## config.mk

```make
export PLATFORM = sky130hd
export DESIGN_NAME = bus_bridge_initiator_uart_wrapper
export DESIGN_NICKNAME = d
export VERILOG_FILES = /design/src/rtl/bus_bridge_pkg.sv /design/src/rtl/uart.sv /design/src/rtl/bus_bridge_initiator_uart_wrapper.sv
export SDC_FILE = /design/constraint.sdc
export NUM_CORES = 1
export LEC_CHECK = 0
export ABC_AREA = 1
export BUFFER_PORTS_ARGS = -buffer_cell sky130_fd_sc_hd__buf_2
export CAP_MARGIN = 20
export CORE_MARGIN = 10
export CORE_UTILIZATION = 40
export CTS_CLUSTER_DIAMETER = 100
export DETAILED_ROUTE_END_ITERATION = 8
export SLEW_MARGIN = 15
export SYNTH_ARGS = -nofsm -noshare
export SYNTH_HDL_FRONTEND = slang
export SYNTH_SLANG_ARGS = --single-unit
```

## constraint.sdc

```tcl
create_clock -name clk -period 2.76 [get_ports clk]
set_input_delay 0.414 -clock clk [delete_from_list [all_inputs] [get_ports clk]]
set_output_delay 0.414 -clock clk [all_outputs]
set_load 0.05 [all_outputs]
```

## src/rtl/bus_bridge_pkg.sv

```systemverilog
// Shared types and constants for the bus bridge serial link.
package bus_bridge_pkg;

  typedef struct packed {
    logic [15:0] addr;
    logic [7:0]  write_data;
    logic        is_write;
  } bus_bridge_req_t;

  typedef struct packed {
    logic [7:0] read_data;
    logic       is_write;
  } bus_bridge_resp_t;

  localparam int unsigned BRIDGE_REQ_FRAME_BYTES  = 4;
  localparam int unsigned BRIDGE_RESP_FRAME_BYTES = 2;
  localparam int unsigned BRIDGE_FLAG_WRITE_BIT   = 0;

  typedef enum logic [3:0] {
    RX_ADDR_L,
    RX_ADDR_H,
    RX_DATA,
    RX_FLAGS,
    ISSUE,
    WAIT_RESP,
    TX_RD,
    TX_RD_WAIT,
    TX_FLAGS,
    TX_FLAGS_WAIT
  } bridge_init_uart_state_t;

endpackage

```

## src/rtl/uart.sv

```systemverilog
// 8N1 UART: transmitter with busy flag, receiver with sticky ready flag.
module uart #(
  parameter int unsigned DATA_BITS    = 8,
  parameter int unsigned CLKS_PER_BIT = 8
) (
  input  logic                 clk_50m,
  input  logic                 rst_n,
  input  logic                 clear,
  input  logic [DATA_BITS-1:0] din,
  input  logic                 wr_en,
  output logic                 Tx_busy,
  output logic                 tx,
  input  logic                 rx,
  output logic                 ready,
  input  logic                 ready_clr,
  output logic [DATA_BITS-1:0] dout
);

  localparam int unsigned TICK_W = $clog2(CLKS_PER_BIT);
  localparam int unsigned BIT_W  = $clog2(DATA_BITS + 3);
  localparam logic [TICK_W-1:0] TICK_LAST = TICK_W'(CLKS_PER_BIT - 1);
  localparam logic [TICK_W-1:0] TICK_HALF = TICK_W'(CLKS_PER_BIT / 2 - 1);
  localparam logic [BIT_W-1:0]  TX_BITS   = BIT_W'(DATA_BITS + 2);
  localparam logic [BIT_W-1:0]  RX_STOP   = BIT_W'(DATA_BITS + 1);

  logic [DATA_BITS+1:0] tx_shift;
  logic [BIT_W-1:0]     tx_left;
  logic [TICK_W-1:0]    tx_tick;

  logic                 rx_meta, rx_s, rx_active;
  logic [TICK_W-1:0]    rx_tick;
  logic [BIT_W-1:0]     rx_idx;
  logic [DATA_BITS-1:0] rx_shift;

  assign tx      = tx_shift[0];
  assign Tx_busy = (tx_left != '0);

  // Transmit: shift out start, data LSB first, stop; line rests at all-ones.
  always_ff @(posedge clk_50m or negedge rst_n) begin
    if (!rst_n) begin
      tx_shift <= '1;
      tx_left  <= '0;
      tx_tick  <= '0;
    end else if (clear) begin
      tx_shift <= '1;
      tx_left  <= '0;
      tx_tick  <= '0;
    end else if (tx_left == '0) begin
      if (wr_en) begin
        tx_shift <= {1'b1, din, 1'b0};
        tx_left  <= TX_BITS;
        tx_tick  <= '0;
      end
    end else if (tx_tick == TICK_LAST) begin
      tx_tick  <= '0;
      tx_shift <= {1'b1, tx_shift[DATA_BITS+1:1]};
      tx_left  <= tx_left - 1'b1;
    end else begin
      tx_tick <= tx_tick + 1'b1;
    end
  end

  // Receive: synchronise, sample mid-bit, raise ready on a valid stop bit.
  always_ff @(posedge clk_50m or negedge rst_n) begin
    if (!rst_n) begin
      rx_meta   <= 1'b1;
      rx_s      <= 1'b1;
      rx_active <= 1'b0;
      rx_tick   <= '0;
      rx_idx    <= '0;
      rx_shift  <= '0;
      dout      <= '0;
      ready     <= 1'b0;
    end else begin
      rx_meta <= rx;
      rx_s    <= rx_meta;
      if (ready_clr || clear) ready <= 1'b0;
      if (clear) begin
        rx_active <= 1'b0;
      end else if (!rx_active) begin
        if (!rx_s) begin
          rx_active <= 1'b1;
          rx_tick   <= '0;
          rx_idx    <= '0;
        end
      end else if (rx_tick == ((rx_idx == '0) ? TICK_HALF : TICK_LAST)) begin
        rx_tick <= '0;
        if (rx_idx == '0) begin
          if (rx_s) rx_active <= 1'b0;
          else      rx_idx    <= rx_idx + 1'b1;
        end else if (rx_idx == RX_STOP) begin
          rx_active <= 1'b0;
          if (rx_s) begin
            dout  <= rx_shift;
            ready <= 1'b1;
          end
        end else begin
          rx_shift <= {rx_s, rx_shift[DATA_BITS-1:1]};
          rx_idx   <= rx_idx + 1'b1;
        end
      end else begin
        rx_tick <= rx_tick + 1'b1;
      end
    end
  end

endmodule

```

## src/rtl/bus_bridge_initiator_uart_wrapper.sv

```systemverilog
// Bus-B end of the bridge link: UART request frames in, bus transaction out,
// response frame back over UART. One transaction outstanding at a time.
module bus_bridge_initiator_uart_wrapper
  import bus_bridge_pkg::*;
#(
  parameter logic [31:0] BYTE_TIMEOUT = 32'd100000,
  parameter int unsigned CNT_W        = 8
) (
  input  logic             clk,
  input  logic             rst_n,
  input  logic             uart_rx,
  output logic             uart_tx,
  output logic             req_valid,
  input  logic             req_ready,
  output bus_bridge_req_t  req_payload,
  input  logic             resp_valid,
  output logic             resp_ready,
  input  bus_bridge_resp_t resp_payload,
  output logic             busy,
  output logic [CNT_W-1:0] frame_err_count,
  output logic [CNT_W-1:0] overrun_count
);

  bridge_init_uart_state_t state, state_next;

  logic [7:0]       rx_data, tx_din;
  logic             rx_ready, rx_ready_q, ready_clr, rx_byte_evt;
  logic             tx_busy, tx_busy_q, tx_done, wr_en;
  logic [7:0]       addr_l, addr_h, wdata;
  logic             is_write_q, req_valid_q;
  bus_bridge_resp_t resp_q;
  logic [31:0]      to_cnt;
  logic             collecting, timeout_hit, frame_err_inc, overrun_inc;

  uart #(.DATA_BITS(8)) u_uart (
    .clk_50m   (clk),
    .rst_n     (rst_n),
    .clear     (1'b0),
    .din       (tx_din),
    .wr_en     (wr_en),
    .Tx_busy   (tx_busy),
    .tx        (uart_tx),
    .rx        (uart_rx),
    .ready     (rx_ready),
    .ready_clr (ready_clr),
    .dout      (rx_data)
  );

  assign rx_byte_evt = rx_ready & ~rx_ready_q;
  assign ready_clr   = rx_byte_evt;
  assign tx_done     = tx_busy_q & ~tx_busy;
  assign collecting  = (state == RX_ADDR_H) || (state == RX_DATA) || (state == RX_FLAGS);
  assign timeout_hit = (BYTE_TIMEOUT != '0) && collecting && (to_cnt >= BYTE_TIMEOUT);
  assign overrun_inc = rx_byte_evt && (state inside {ISSUE, WAIT_RESP, TX_RD, TX_RD_WAIT,
                                                     TX_FLAGS, TX_FLAGS_WAIT});

  assign req_valid   = req_valid_q;
  assign req_payload = {addr_h, addr_l, wdata, is_write_q};
  assign resp_ready  = (state == WAIT_RESP);
  assign busy        = (state != RX_ADDR_L);

  // State register.
  always_ff @(posedge clk or negedge rst_n) begin
    if (!rst_n) state <= RX_ADDR_L;
    else        state <= state_next;
  end

  // Next state, transmit strobes and error-count triggers.
  always_comb begin
    state_next    = state;
    wr_en         = 1'b0;
    tx_din        = resp_q.read_data;
    frame_err_inc = 1'b0;
    case (state)
      RX_ADDR_L: if (rx_byte_evt) state_next = RX_ADDR_H;
      RX_ADDR_H, RX_DATA: begin
        // A byte arriving in the timeout cycle still counts.
        if (rx_byte_evt) begin
          state_next = (state == RX_ADDR_H) ? RX_DATA : RX_FLAGS;
        end else if (timeout_hit) begin
          state_next    = RX_ADDR_L;
          frame_err_inc = 1'b1;
        end
      end
      RX_FLAGS: begin
        if (rx_byte_evt) begin
          if (rx_data[7:1] == '0) begin
            state_next = ISSUE;
          end else begin
            state_next    = RX_ADDR_L;
            frame_err_inc = 1'b1;
          end
        end else if (timeout_hit) begin
          state_next    = RX_ADDR_L;
          frame_err_inc = 1'b1;
        end
      end
      ISSUE:      if (req_valid_q && req_ready) state_next = WAIT_RESP;
      WAIT_RESP:  if (resp_valid) state_next = TX_RD;
      TX_RD: begin
        if (!tx_busy) begin
          wr_en      = 1'b1;
          tx_din     = resp_q.read_data;
          state_next = TX_RD_WAIT;
        end
      end
      TX_RD_WAIT: if (tx_done) state_next = TX_FLAGS;
      TX_FLAGS: begin
        if (!tx_busy) begin
          wr_en      = 1'b1;
          tx_din     = {7'b0, resp_q.is_write};
          state_next = TX_FLAGS_WAIT;
        end
      end
      TX_FLAGS_WAIT: if (tx_done) state_next = RX_ADDR_L;
      default: state_next = RX_ADDR_L;
    endcase
  end

  // Edge-detect copies, frame capture, request/response registers and counters.
  always_ff @(posedge clk or negedge rst_n) begin
    if (!rst_n) begin
      rx_ready_q      <= 1'b0;
      tx_busy_q       <= 1'b0;
      addr_l          <= '0;
      addr_h          <= '0;
      wdata           <= '0;
      is_write_q      <= 1'b0;
      req_valid_q     <= 1'b0;
      resp_q          <= '0;
      to_cnt          <= '0;
      frame_err_count <= '0;
      overrun_count   <= '0;
    end else begin
      rx_ready_q <= rx_ready;
      tx_busy_q  <= tx_busy;
      if (rx_byte_evt) begin
        case (state)
          RX_ADDR_L: addr_l <= rx_data;
          RX_ADDR_H: addr_h <= rx_data;
          RX_DATA:   wdata  <= rx_data;
          RX_FLAGS:  if (rx_data[7:1] == '0) is_write_q <= rx_data[BRIDGE_FLAG_WRITE_BIT];
          default: ;
        endcase
      end
      // Registered valid adds the second cycle of latency and drops after the handshake.
      req_valid_q <= (state == ISSUE) && !(req_valid_q && req_ready);
      if (state == WAIT_RESP && resp_valid) resp_q <= resp_payload;
      if (rx_byte_evt || !collecting) to_cnt <= '0;
      else if (to_cnt != '1)          to_cnt <= to_cnt + 1'b1;
      if (frame_err_inc && frame_err_count != '1) frame_err_count <= frame_err_count + 1'b1;
      if (overrun_inc && overrun_count != '1)     overrun_count   <= overrun_count + 1'b1;
    end
  end

endmodule
```

[After elaboration in Yosys (flattened, before gate mapping)]
Index checks and enable logic that the tools add are counted.
Operators by class
  add/sub/neg operators: 7
  order comparisons: 1
  equal/unequal tests: 27
  mux-type cells: 54
  bitwise logic cells: 6
  reductions and logical operators: 32
Operators with widths (count)
  $mux 4: 19
  $mux 32: 2
  $pmux 4 s9: 1
  $add 32x1->32 const B: 1
  $ge 32x17->1 const B: 1
  $ne 32x32->1 const B: 1
  $mux 10: 3
  $mux 3: 8
  $mux 1: 18
  $ne 2x2->1 const B: 9
  $add 8x1->8 const B: 2
  $eq 4x3->1 const B: 4
  $mux 8: 2
  $ne 8x8->1 const B: 2
  $eq 4x4->1 const B: 3
  $logic_not 4->1: 3
  $eq 4x2->1 const B: 2
  $reduce_and 2->1: 4
  $reduce_and 4->1: 2
  $reduce_bool 4->1: 2
  $logic_and 1x1->1: 7
  $logic_not 7->1: 1
  $reduce_and 7->1: 1
  $add 3x1->3 const B: 2
  other kinds (17): 27
Word-level totals
  register bits: 133
  bits of input ports: 14
  output and inout port bits: 45
  word-level logic and storage cells: 151

[Longest topological paths before layout]
  depth after elaboration: 8
  depth in mapped cells: 12
  gate-level depth less buffers: 12

[Hierarchy]
Synthesis repeated with hierarchy kept, for this count alone.
Second synthesis, totals
  cells, all modules: 898
  area total of the unflattened synthesis: 7093.1 µm²
Modules (own cells, without submodules)
  bus_bridge_initiator_uart_wrapper: instances 1, cells an instance 655, area an instance 4880.9 µm², seq. area each 2227.1 µm²
  uart: instances 1, cells an instance 243, area an instance 2212.1 µm², seq. area each 1089.8 µm²

[Worst setup path before layout]
OpenSTA, ideal clock, no wires.
  path type: register to register
  start point: register frame_err_count[0]
  end point: register frame_err_count[4]
  setup time: 0.066 ns
  arrival: 1.787 ns
  data required time: 2.694 ns
  path slack: 0.907 ns
  cell stages (with the launch flop): 8
  buffers on the path: 0
  clock period less this slack: 1.853 ns
  cell sequence: dfrtp_1 > ha_1 > nand3_1 > nor2_1 > nand3_1 > nand2_4 > nand2_1 > nand2_1
Between the ends
  longest elaborated chain between the ends: 2
  elaborated cells on any way between the ends: 3
  classes of those cells: 1 x add/sub; 1 x eq/ne; 1 x reduce/logical
RTL lines
  start, declared: RTL line bus_bridge_initiator_uart_wrapper.sv:20  | output logic [CNT_W-1:0] frame_err_count,
  start signal, assigned: RTL line bus_bridge_initiator_uart_wrapper.sv:151  | if (frame_err_inc && frame_err_count != '1) frame_err_count <= frame_err_count + 1'b1;
  branches (longest 2 deep; another with $add 8x1->8)
Parallel ways; which one is timed is not known.
A chain may end at the register's enable or synchronous reset.

[Final worst setup path]
  start point: register state[0]
  end point: output port busy
Between the ends
  longest elaborated chain between the ends: 1
RTL lines
  start, declared: RTL line bus_bridge_initiator_uart_wrapper.sv:24  | bridge_init_uart_state_t state, state_next;
  start signal, assigned: RTL line bus_bridge_initiator_uart_wrapper.sv:65  | else state <= state_next;
  $reduce_bool 4->1: RTL line bus_bridge_initiator_uart_wrapper.sv:60  | assign busy = (state != RX_ADDR_L);
  end, declared: RTL line bus_bridge_initiator_uart_wrapper.sv:19  | output logic busy,
Every way passes these cells.

==> impl_results.md <==
* Status: finished clean
* Worst Hold Depth at 1
* IO Count at 59
* # rows at 47
* Post-Syn Nets at 879
* DR WL/cell at 13.43 um
* Hold Crit Class: in -> reg
* Worst setup path class: reg -> out
* Synthesized area at 6908 um2
* Core Area at 16760 um2
* Reg2reg end: to_cnt[23]
* CTS buffer count at 17
* Number of synthesized flops with an enable pin at 0
* Sw Ratio at 0.2938
* Max Cap Viol at 0
* Delay-heaviest family, CP: flip-flops
* Min-delay src: uart_rx
* Final slew viol count at 0
* Skew final at 0.009021 ns
* Cells along the critical path: nor2_4, inv_2, nor2_2, inv_1, buf_2
* Initial antenna violation count at 0
* Initial Utilization at 0.4122
* Share of layout cells above drive strength 1 at 0.1874
* Port-buffer cells at 58
* Die Y at 151.4 um
* Layout Nets at 946
* Antenna-violating nets left at 0
* Vias per inst at 4.801
* Area of the multi-input gates at 3043 um2
* Internal reg-to-reg setup slack at 0.68 ns
* Iter 0 DRT Violations at 262
* CTS sink cnt at 132
* Crit path depth at 5
* FMAX at 479.8 MHz
* Clk buf depth at 2
* Tot Pwr at 5249 uW
* CP Max Fanout at 7
* Post-synthesis cell count at 854
* Hold slack at 0.09467 ns
* CP startpoint kind: flop
* Area grow syn2layout at 15.65%
* Leakage at 0.004021 uW
* Hold Vio Cnt, Final at 0
* Diode count at 0
* Post-synthesis sequential area ratio at 0.4802
* Worst Path Buf+Inv at 3
* Slowest library cell on the worst path: dfrtp_1
* WHS Endpoint: u_uart.rx_meta
* Unrepaired setup endpoints after global routing: no
* Setup-failing EPs final at 0
* Most used flip-flop cell after synthesis: dfrtp_1
* Die W at 151.4 um
* CP arrival at 1.67 ns
* Largest net degree at the start of global routing at 56
* Number of synthesis warnings at 0
* 1st-pass router iterations at 7
* Period Utilization, post-route at 0.7551
* Place WS at 0.6608 ns
* Min cycle time layout at 2.084 ns
* DP HPWL at 11360 um
* Worst-margin pin slew at 0.6798 ns
* Global-route wire length before repair at 27000 um
* Crit path required time at 2.35 ns
* Relative slew margins at 0.5463
* Clock transition at the registers of the reported paths at 0.06 ns
* Critical path's largest stage delay at 0.47 ns
* Via count at 5540
* Fin Setup TNS at 0 ns
* Worst reg2reg path depth at 8
* Vias in the first global route at 5453
* Storage element area at 3317 um2
* CTS tree: built
* Fill count at 1672
* Psw at 1542 uW
* Crit path capture type: output pin
* Async set or reset register ratio after synthesis at 1.000
* Gr usage total at 0.1445
* RR Startpoint: state[3]
* Placer Congestion at 0.8840
* Congestion Overflow GR at 0
* Root Buffer: clkbuf_16
* PwrDens at 657.0 nW/um2
* Synth cell types at 41
* Clock power share at 0.433
* Gate power share at 0.152
* Final WS setup at 0.6759 ns
* H-tree Lvls at 4
* Max VDD drop at 0.0005662 V
* Sequential Power Share at 0.415
* Setup bufs post-CTS at 0
* # DRC at 0
* Routed WL at 15500 um
* Die area at 22930 um2
* Syn Area/Cell at 8.089 um2
* Later-pin clock latency in the skew report at 0.42 ns
* Internal Power at 3707 uW
* FF+latch count, synth at 132
layout make-up:
cell class | count | area share
clock buffer | 19 | 0.05670
clock inverter | 13 | 0.01832
inverter | 106 | 0.05074
multi-input combinational | 601 | 0.3809
sequential | 132 | 0.4152
tap | 220 | 0.03446
timing repair buffer | 63 | 0.04370
per-stage QoR:
step / cell area [um2] / cells / util
after floorplan: 6908 / 854 / -
after global placement: 7380 / 1121 / 0.4403
after detailed placement: 7380 / 1121 / 0.4403
after CTS: 7989 / 1154 / 0.4767
after global routing: 7989 / 1154 / 0.4767
final: 7989 / 1154 / 0.4767
cells in the mapped netlist (all sizes together) (4+ instances only):
library cell	instances	area share
a21o	4	0.0043
nand3	77	0.064
o21ai	68	0.057
a21oi	22	0.016
inv	106	0.059
or2	8	0.0072
buf	15	0.021
ha	11	0.020
nor3	16	0.012
xor2	9	0.011
nand2	259	0.15
xnor2	6	0.0076
nand4	9	0.0082
dfstp	11	0.042
nor2	90	0.059
o22ai	5	0.0045
dfrtp	121	0.44
o31ai	5	0.0062
logic make-up after synthesis:
kind of cell	synth area share
XOR/XNOR	0.01902
flip-flops	0.4802
multiplexers	0.003260
adder cells (fa/ha/maj)	0.01992
buffers and inverters	0.07933
AND/OR/NAND/NOR	0.3014
AO/OA/AOI/OAI	0.09690
what timing repair did:
action / in CTS / in global routing
hold buffers: 1 / 0
endpoints found under the hold margin: 48 / 0
gates resized for setup: 0 / 0
how the worst max path moves through the flow:
| stage | startpoint | to | slack [ns] |
|---|---|---|---|
| after detailed placement | state[3] | to_cnt[23] | 0.66 |
| after CTS | state[3] | to_cnt[23] | 0.65 |
| after global placement | state[3] | to_cnt[26] | 0.75 |
| after floorplan | frame_err_count[0] | frame_err_count[4] | 0.91 |
| final | state[0] | busy | 0.68 |
| after global routing | state[3] | to_cnt[31] | 0.54 |
state kept, by name, indices dropped and copies added, names as in the netlist, 3 cells and up:
signal	cells
addr_h	8
u_uart.tx_tick	3
state	4
u_uart.rx_shift	8
u_uart.dout	8
frame_err_count	8
u_uart.tx_shift	9
to_cnt	32
u_uart.tx_left	4
wdata	8
addr_l	8
u_uart.rx_idx	4
resp_q	9
u_uart.rx_tick	3
overrun_count	8
worst reg2reg max path, cell delays in order (launching register included):
cell	delay (ns)
dfrtp_1	0.48
nor2_4	0.22
inv_4	0.07
nor2_4	0.10
nand2_4	0.08
inv_4	0.28
nand3_2	0.36
buf_4	0.33
nand2_1	0.09
layer usage:
layer / GRT usage / up-vias / wire length, um
met3: 0.04266 / 14 / 762
met5: 0 / - / 0
met1: 0.2000 / 2555 / 7839
met2: 0.2128 / 100 / 6692
met4: 0.04379 / 0 / 204
li1: - / 2871 / -
cells in the final DEF, fill, tap and decap left out, types with 7 or more instances in the layout:
master,n
nand2_1,248
dfrtp_1,121
inv_1,95
nor2_1,77
nand3_1,70
buf_2,57
o21ai_0,41
a21oi_1,21
clkbuf_16,17
nor3_1,16
o21ai_2,14
o21ai_1,13
ha_1,11
dfstp_2,11
nand4_1,9
xor2_1,9
inv_2,8
or2_2,8
nor2_4,7
nand2_2,7
power groups by stage:
stage / registers, uW / logic (uW) / clock network [uW]
final: 2180 / 798 / 2270
after global routing: 2190 / 915 / 2420
after CTS: 2170 / 814 / 2330
after detailed placement: 2210 / 813 / 0
after global placement: 2200 / 800 / 0
after floorplan: 2180 / 676 / 0
Power figures use the tool's default switching activity.
